[src/rtl/fir_coef_ctrl.sv]
// Coefficient configuration controller for fir: collects T serial tap weights
// into a shadow bank and swaps the whole bank onto W at a COMMIT_EN boundary.
module fir_coef_ctrl #(
    parameter int T  = 4,
    parameter int NI = 8
) (
    input  logic                 CLK,
    input  logic                 RST_N,
    input  logic                 CFG_VALID,
    output logic                 CFG_READY,
    input  logic [NI-1:0]        CFG_DATA,
    input  logic                 CFG_LAST,
    input  logic                 COMMIT_EN,
    output logic [T-1:0][NI-1:0] W,
    output logic                 BUSY,
    output logic                 DONE,
    output logic                 ERR,
    input  logic                 ERR_CLR
);

    localparam int IW = $clog2(T);
    localparam logic [IW-1:0] LAST_IDX = IW'(T - 1);

    typedef enum logic [1:0] {
        IDLE,
        LOAD,
        WAIT_COMMIT,
        DRAIN
    } state_t;

    state_t                state;
    state_t                state_nxt;
    logic [IW-1:0]         idx;
    logic [T-1:0][NI-1:0]  shadow;
    logic                  accept;
    logic                  err_set;
    logic                  commit;

    assign accept = CFG_VALID & CFG_READY;

    always_ff @(posedge CLK or negedge RST_N) begin
        if (!RST_N) begin
            state <= IDLE;
        end else begin
            // NOTE: non-blocking so every register samples pre-edge values.
            state <= state_nxt;
        end
    end

    always_comb begin
        // NOTE: defaults first so no path leaves a signal unassigned (no latch).
        state_nxt = state;
        err_set   = 1'b0;
        commit    = 1'b0;
        unique case (state)
            IDLE: begin
                if (accept) begin
                    if (CFG_LAST) err_set   = 1'b1;
                    else          state_nxt = LOAD;
                end
            end
            LOAD: begin
                if (accept) begin
                    if (idx == LAST_IDX) begin
                        if (CFG_LAST) begin
                            state_nxt = WAIT_COMMIT;
                        end else begin
                            err_set   = 1'b1;
                            state_nxt = DRAIN;
                        end
                    end else if (CFG_LAST) begin
                        err_set   = 1'b1;
                        state_nxt = IDLE;
                    end
                end
            end
            WAIT_COMMIT: begin
                if (COMMIT_EN) begin
                    commit    = 1'b1;
                    state_nxt = IDLE;
                end
            end
            DRAIN: begin
                if (accept && CFG_LAST) state_nxt = IDLE;
            end
            default: state_nxt = IDLE;
        endcase
    end

    always_comb begin
        BUSY = (state != IDLE);
    end

    always_ff @(posedge CLK or negedge RST_N) begin
        if (!RST_N) begin
            idx       <= '0;
            // NOTE: the shadow bank is reset so a later commit can never expose stale data.
            shadow    <= '0;
            W         <= '0;
            CFG_READY <= 1'b0;
            DONE      <= 1'b0;
            ERR       <= 1'b0;
        end else begin
            CFG_READY <= (state_nxt != WAIT_COMMIT);
            DONE      <= commit;

            if (accept && state_nxt == LOAD) idx <= idx + 1'b1;
            else if (state_nxt != LOAD)      idx <= '0;

            // idx is 0 whenever IDLE, so one write path serves both states.
            if (accept && (state == IDLE || state == LOAD)) shadow[idx] <= CFG_DATA;

            if (commit) W <= shadow;

            if (err_set)      ERR <= 1'b1;
            else if (ERR_CLR) ERR <= 1'b0;
        end
    end

endmodule

[config.mk]
export PLATFORM = sky130hd
export DESIGN_NAME = fir_coef_ctrl
export DESIGN_NICKNAME = d
export VERILOG_FILES = /design/src/rtl/fir_coef_ctrl.sv
export SDC_FILE = /design/constraint.sdc
export NUM_CORES = 1
export LEC_CHECK = 0
export CORE_MARGIN = 4
export CORE_UTILIZATION = 25
export DETAILED_ROUTE_END_ITERATION = 12
export HOLD_SLACK_MARGIN = 0.03
export PLACE_DENSITY = 0.4
export SYNTH_ARGS = -nofsm -noshare
export SYNTH_HDL_FRONTEND = slang
export SYNTH_SLANG_ARGS = --single-unit
export TNS_END_PERCENT = 100
[constraint.sdc]
create_clock -name CLK -period 3.12 [get_ports CLK]
set_clock_uncertainty 0.05 [all_clocks]
set_input_delay 0.312 -clock CLK [delete_from_list [all_inputs] [get_ports CLK]]
set_output_delay 0.312 -clock CLK [all_outputs]
set_load 0.01 [all_outputs]
* Word level (Yosys, flattened, before mapping) *
Index checks and enable logic that the tools add are counted.

storage, ports and cells
  register bits = 71
  bits of input ports = 14
  output and inout port bits = 36
  word-level logic and storage cells = 57

cells by class
  $add $sub $neg = 1
  magnitude comparators = 2
  eq/ne operators = 7
  muxes and demuxes = 24
  bitwise gates (word level) = 1
  reductions and logical operators = 9

operators with widths
  operator                                                                             count
  32-bit bitwise mux                                                                   1
  2-bit 2-to-1 mux                                                                     9
  8-bit demux with 2-bit select                                                        1
  1-bit 2-to-1 mux                                                                     10
  8-bit 2-to-1 mux                                                                     1
  2-bit case mux with 4 select lines                                                   1
  2-bit == test, second input constant                                                 3
  2-bit nonzero test                                                                   3
  2-bit by 1-bit == test with 1-bit output, second input constant                      2
  1-bit logical AND                                                                    4
  2-bit by 3-bit < comparator with 1-bit output, second input constant                 1
  2-bit by 1-bit adder with 2-bit output, second input constant                        1
  2-bit by 1-bit greater-or-equal comparator with 1-bit output, second input constant  1
  2-bit zero test                                                                      1
  2-bit by 1-bit inequality test with 1-bit output, second input constant              1
  2-bit inequality test, second input constant                                         1
  1-bit case mux with 2 select lines                                                   1
  1-bit bitwise AND                                                                    1
  1-bit logical OR                                                                     1

* Depth between registers and ports, before layout *
Gate-level depths: netlist of the first run.

  depth in word-level cells = 7
  mapped depth = 5
  depth with buffers taken out = 4

* Worst setup path after synthesis of the first run *
OpenSTA, ideal clock, no wires.

  path type = reg-to-reg
  start = register state[1]
  end = register shadow[24] in the netlist's numbering
  setup time = 0.125 ns
  arrival time = 1.270 ns
  data required time = 2.945 ns
  path slack = 1.674 ns
  cell stages (with the launch flop) = 6
  buffers on the path = 2
  clock period less this slack = 1.446 ns
  cell sequence = dfrtp_1 buf_6 and3b_2 buf_12 nand2_8 mux2_4

between the ends
  cells in the longest elaborated chain, start to end = 3
  elaborated cells between the ends (all ways) = 4
  those cells by class = 1 x eq/ne; 3 x reduce/logical

RTL lines
  what                                                                                RTL line  text
  start: declaration                                                                  31        state_t state;
  start signal: assignment                                                            46        state <= state_nxt;
  2-bit by 1-bit == test with 1-bit output / 2-bit zero test (equally long branches)  111       if (accept && (state == IDLE || state == LOAD)) shadow[idx] <= CFG_DATA;
  1-bit logical OR *                                                                  111
  1-bit logical AND *                                                                 111
  end signal: assignment                                                              98        shadow <= '0;
  end signal: indexed assignment                                                      111
  end: declaration                                                                    34        logic [T-1:0][NI-1:0] shadow;

Every way passes the cells marked *; elsewhere a longest branch is shown, timed or not.
A chain may end at the register's enable or synchronous reset.

* Worst setup path in the final report of the first run *
  start = register state[1]
  end = output BUSY

between the ends
  cells in the longest elaborated chain, start to end = 1

RTL lines
  what                RTL line  text
  2-bit nonzero test  91        BUSY = (state != IDLE);
  end: declaration    15        output logic BUSY,

Every way passes these cells.

==> results.cfg, run 1 <==
[cells_and_area]
drive_above_1_share_pct = 35.6
fin_area_um2 = 3840
num-fill-cells = 1136
n_antenna_cell = 0
fin_cells = 376
area_delta_synth_final_pct = 29.8
fin_nets = 247

[die]
io-pin-count = 50
die_area_um2 = 13600
num_rows = 39
die_x_um = 117
core_um2 = 11500
die_y_um = 117
start_util_pct = 25.7

[logic_synthesis]
ys_seq_area_share_pct = 60.1
avgSynthCellArea_um2 = 16.9
syn_area_um2 = 2960
yosysTopAreaCell = dfrtp_1
synth_top_area_share_pct = 60.1
synth_cell_types = 22
synthCells = 175
synthTopCellsByArea = dfrtp_1, mux2_4, mux2_2
yosys_warnings = 0
ys_seq_elements = 71
syn_nets = 193

[critical_path]
cp.arrival_ns = 1.60
path_cells = or2_2 > clkdlybuf4s50_1
cp-end-kind = output pin
path_class = reg2out
cp_top_family = buffers and inverters
cp_slowest_cell = clkdlybuf4s50_1
cp.required_ns = 2.76
crit_buf_inv = 1
cp-start-kind = flip-flop
path_max_fanout = 8
critPathMaxStageDelay_ns = 0.49

[cts]
path_clk_slew_ns = 0.05
root_buffer = clkbuf_16
ctsHoldBuffers = 0
clkSinkCount = 71
postCtsSetupRepairBufs = 0
cts_tree = built
htreeDepth = 3
cts.path.max_buffers = 2
worstSkewPairLatency_ns = 0.32
numCtsBuffers = 9
ctsResizeCount = 0

[global_routing]
grt-ovfl-total = 0
grt_max_degree = 72
antenna_found_initial = 0
grt_pass1_wl_um = 9870
grt_pass1_vias = 1742
groute.usage.overall_pct = 9.51

[timing]
hold_violations = 0
worst_slew_pin_slew_ns = 0.933
drv_slew = 0
fin_setup_tns_ns = 0
fin_crit_ns = 1.97
period_share_pct = 63.0
rsz0062_at_grt = false
holdWs_ns = 0.0837
setup_slack_ns = 1.15
max_slew_margin_pct = 37.8
fmax_mhz = 509
setup_viol = 0

[outcome]
status = complete, no violations

[detailed_routing]
met1_length_um = 2950
avgRoutedWirePerCell_um = 15.5
dr_wl_met2_um = 2510
met3_length_um = 315
vias_per_cell = 4.20
first_pass_iters = 4
maxUsedRoutingLayer = met4
via_count = 1578
routed_wl_um = 5840
route.detailed.drc = 0
drt_iter0_drc = 83
antenna_left = 0

[pwr]
leakagePower_nw = 1.85
p_per_area_nw_per_um2 = 745
vdd_ir_drop_max_v = 0.000245

[placement]
dp_hpwl_um = 3740
portBuffers = 49
gp_congestion = 0.762
post_dp_cell_area_um2 = 3570
place_inst = 361
place_ws_ns = 1.07

[run]
drv_cap = 0

[hold_path]
hold_class = in2async
per-layer routing:
metal | track usage (%) | vias up
met5 | 0 | -
met2 | 14.1 | 41
met1 | 12.9 | 804
met3 | 3.29 | 6
met4 | 3.44 | 0
li1 | - | 727
cell type report:
class                   count  area (µm²)  area share, %
clock buffers              11         243           6.32
clock inverters             4        22.5          0.587
inverters                   4        15.0          0.391
multi-input cells          94        1110           29.0
flip-flops and latches     71        1780           46.3
well taps                 143         179           4.66
repair buffers             49         488           12.7
kinds of logic after synthesis:
| group | Yosys count | synth area share, % |
|---|---|---|
| buffers and inverters | 10 | 2.24 |
| multiplexers | 64 | 28.4 |
| AND/OR/NAND/NOR | 19 | 5.88 |
| adder cells (fa/ha/maj) | 4 | 1.69 |
| XOR/XNOR | 1 | 0.296 |
| flip-flops | 71 | 60.1 |
| AO/OA/AOI/OAI | 6 | 1.40 |
synth_stat cells:
cell type and number:
nand2_1 3, mux2_4 32, xnor2_1 1, buf_6 1, a22o_1 1, nand3b_4 1
a21oi_1 3, mux2_2 28, nand4_1 2, and3b_2 1, nor2_1 1, buf_2 4
mux2_1 4, nand2_8 4, buf_12 1, dfrtp_1 71, o31a_2 1, or2_2 1
o21a_1 1, ha_1 4, inv_1 4, nand3_1 6
path summary, 6_finish.rpt:
kind / from / end / cells after the start / slack, ns
min in group CLK: W[15] / W[15] / 1 / 0.44
max in group asynchronous: RST_N / W[4] / 1 / 2.33
setup / recovery: state[1] / BUSY / 2 / 1.15
setup reg to reg: state[1] / shadow[14] / 3 / 1.43
hold reg to reg: W[15] / W[15] / 1 / 0.44
hold / removal: RST_N / shadow[7] / 1 / 0.08
flip-flops by register name, summed over array words and instances (netlist names):
register,flops
idx,2
CFG_READY,1
shadow,32
DONE,1
state,2
W,32
ERR,1
power breakdown:
part | internal [mW] | switching (mW)
clock | 0.550 | 0.354
sequential | 1.17 | 0.143
combinational | 0.441 | 0.200
total | 2.16 | 0.698
layout by cell type (no fill, tap or decap):
master / n
xnor2_1: 1
inv_1: 4
mux2_1: 4
clkinv_2: 3
dfrtp_1: 71
clkbuf_16: 9
nor2_1: 1
o31a_2: 1
o21a_1: 1
ha_1: 4
mux2_2: 28
or2_2: 1
clkbuf_8: 1
a22o_1: 1
clkbuf_1: 1
nand3b_4: 1
nand2_8: 4
nand2_1: 3
clkinvlp_4: 1
nand3_1: 6
and3b_2: 1
clkdlybuf4s50_1: 48
nand4_1: 2
a21oi_1: 3
mux2_4: 32
buf_4: 1
stage by stage:
stage / total power [mW] / util (%)
finish: 2.86 / 33.3
global route: 3.04 / 33.3
CTS: 2.92 / 33.3
detailed placement: 1.98 / 31.0
global placement: 1.98 / 31.0
floorplan: 1.70 / -
(Power assumes the default switching activity.)
==> run 2, diff against run 1 <==
--- a/config.mk
+++ b/config.mk
@@ -9,7 +9,7 @@
 export CORE_UTILIZATION = 25
 export DETAILED_ROUTE_END_ITERATION = 12
 export HOLD_SLACK_MARGIN = 0.03
-export PLACE_DENSITY = 0.4
+export PLACE_DENSITY = 0.41
 export SYNTH_ARGS = -nofsm -noshare
 export SYNTH_HDL_FRONTEND = slang
 export SYNTH_SLANG_ARGS = --single-unit
==> constraint.sdc (replaced) <==
create_clock -name CLK -period 1.6 [get_ports CLK]
set_clock_uncertainty 0.05 [all_clocks]
set_input_delay 0.16 -clock CLK [delete_from_list [all_inputs] [get_ports CLK]]
set_output_delay 0.16 -clock CLK [all_outputs]
set_load 0.01 [all_outputs]
==> results.cfg, run 2 (synthesis results as in run 1) <==
[cells_and_area]
fin_nets = 259
reg_top3 = W (32), shadow (32)
final_core_util_pct = 34.7
seq_area_um2 = 1780
fin_area_um2 = 3990
n_antenna_cell = 0
num-fill-cells = 1124
final_cell_mix = dfrtp_1, clkdlybuf4s50_1, mux2_4, mux2_2, clkbuf_16
final_common_cell = dfrtp_1
multiInputGateArea_um2 = 1110
area_delta_synth_final_pct = 35.0
drive_above_1_share_pct = 38.8
fin_cells = 388

[placement]
gp_congestion = 0.703
dp_hpwl_um = 3880
post_dp_cell_area_um2 = 3690
place_inst = 370
portBuffers = 49

[cts]
clkSinkCount = 71
root_buffer = clkbuf_16
numCtsBuffers = 9
cts.path.max_buffers = 2
htreeDepth = 3
path_clk_slew_ns = 0.06
cts_tree = built
worstSkewPairLatency_ns = 0.33

[timing]
setup_viol = 0
fin_crit_ns = 1.56
holdWs_ns = 0.337
fmax_mhz = 642
hold_violations = 0
period_share_pct = 97.4
drv_slew = 0
rsz0062_at_grt = true
worst_slew_pin_slew_ns = 0.412
max_slew_margin_pct = 72.5

[pwr]
p_per_area_nw_per_um2 = 1420
vdd_ir_drop_max_v = 0.000461
finalPower_mw = 5.67
leakagePower_nw = 1.93

[die]
die_area_um2 = 13600
die_y_um = 117
num_rows = 39
start_util_pct = 25.7
io-pin-count = 50
die_x_um = 117
core_um2 = 11500

[critical_path]
cp_slowest_cell = dfrtp_1
cp.arrival_ns = 1.72
critPathMaxStageDelay_ns = 0.40
r2r_start = state[1]
path_class = reg2reg
cp-end-kind = flip-flop
path_max_fanout = 8
cp.required_ns = 1.76
r2r_cells = 5
cp-start-kind = flip-flop
reg2reg_slack_ns = 0.04
path_cells = buf_6 > and3b_2 > buf_12 > nand2_8 > mux2_4
r2r-end = shadow[17]

[detailed_routing]
via_count = 1609
dr_wl_met2_um = 2560
antenna_left = 0
avgRoutedWirePerCell_um = 15.3
routed_wl_um = 5920
drt_iter0_drc = 61
first_pass_iters = 4
met3_length_um = 378
maxUsedRoutingLayer = met4
met1_length_um = 2910
vias_per_cell = 4.15
route.detailed.drc = 0

[global_routing]
grt_pass1_wl_um = 9810
grt-ovfl-total = 0
grt_pass1_vias = 1758
groute.usage.overall_pct = 9.54
antenna_found_initial = 0
grt_max_degree = 72

[hold_path]
hold_class = in2async

[run]
drv_cap = 0

[outcome]
status = complete, no violations
## run 2: area by class of cell
cell class                      count  share of cell area (%)
Clock inverter                      5                   0.877
Timing Repair Buffer               61                    15.9
Tap cell                          143                    4.48
Clock buffer                       10                    5.99
Sequential cell                    71                    44.5
Multi-Input combinational cell     94                    27.9
Inverter                            4                   0.376
## run 2: worst max path at each step
stage          slack, ns  depth (start not counted)         end       from
3_5_place_dp       -0.04                          5  shadow[17]  CFG_VALID
3_3_place_gp       -0.04                          5  shadow[17]  CFG_VALID
5_1_grt           -0.005                          5  shadow[16]   state[1]
4_1_cts             0.01                          5  shadow[17]   state[1]
2_1_floorplan       0.15                          5  shadow[24]   state[1]
6_report            0.04                          5  shadow[17]   state[1]
## run 2: report_power, final
group / switching (mW) / internal [mW] / total, mW
clock: 0.752 / 1.08 / 1.83
combinational: 0.400 / 0.886 / 1.29
sequential: 0.268 / 2.28 / 2.55
## run 2: timing repair
action	in CTS	in global routing
cloned	0	0
setup endpoints to repair	1	21
hold buffers	1	0
buffers inserted	1	1
hold endpoints to repair	71	0
resized for setup	1	2
## run 2: routing by layer
metal  GRT usage, %  vias up
met5              0        -
met4           3.52        0
met3           3.86        7
met2           13.2       44
met1           13.4      810
li1               -      748
## run 2: critical path, delay by kind of cell (launching register included)
| family | cells | cell delay [ns] |
|---|---|---|
| buffers and inverters | 2 | 0.29 |
| multiplexers | 1 | 0.32 |
| AND/OR/NAND/NOR | 2 | 0.37 |
| flip-flops | 1 | 0.40 |
## run 2: through the flow
stage / setup TNS [ns] / setup WS (ns)
detailed placement: -0.996 / -0.0441
global route: -0.00939 / -0.00509
CTS: 0 / 0.0101
floorplan: 0 / 0.154
global placement: -0.667 / -0.0429
finish: 0 / 0.0414
==> run 3, diff against run 2 <==
--- a/config.mk
+++ b/config.mk
@@ -7,6 +7,7 @@
 export LEC_CHECK = 0
 export CORE_MARGIN = 4
 export CORE_UTILIZATION = 25
+export CTS_CLUSTER_SIZE = 12
 export DETAILED_ROUTE_END_ITERATION = 12
 export HOLD_SLACK_MARGIN = 0.03
 export PLACE_DENSITY = 0.41
==> results of run 3 <==
No change in the layout: final DEF, timing and power equal those of run 2.
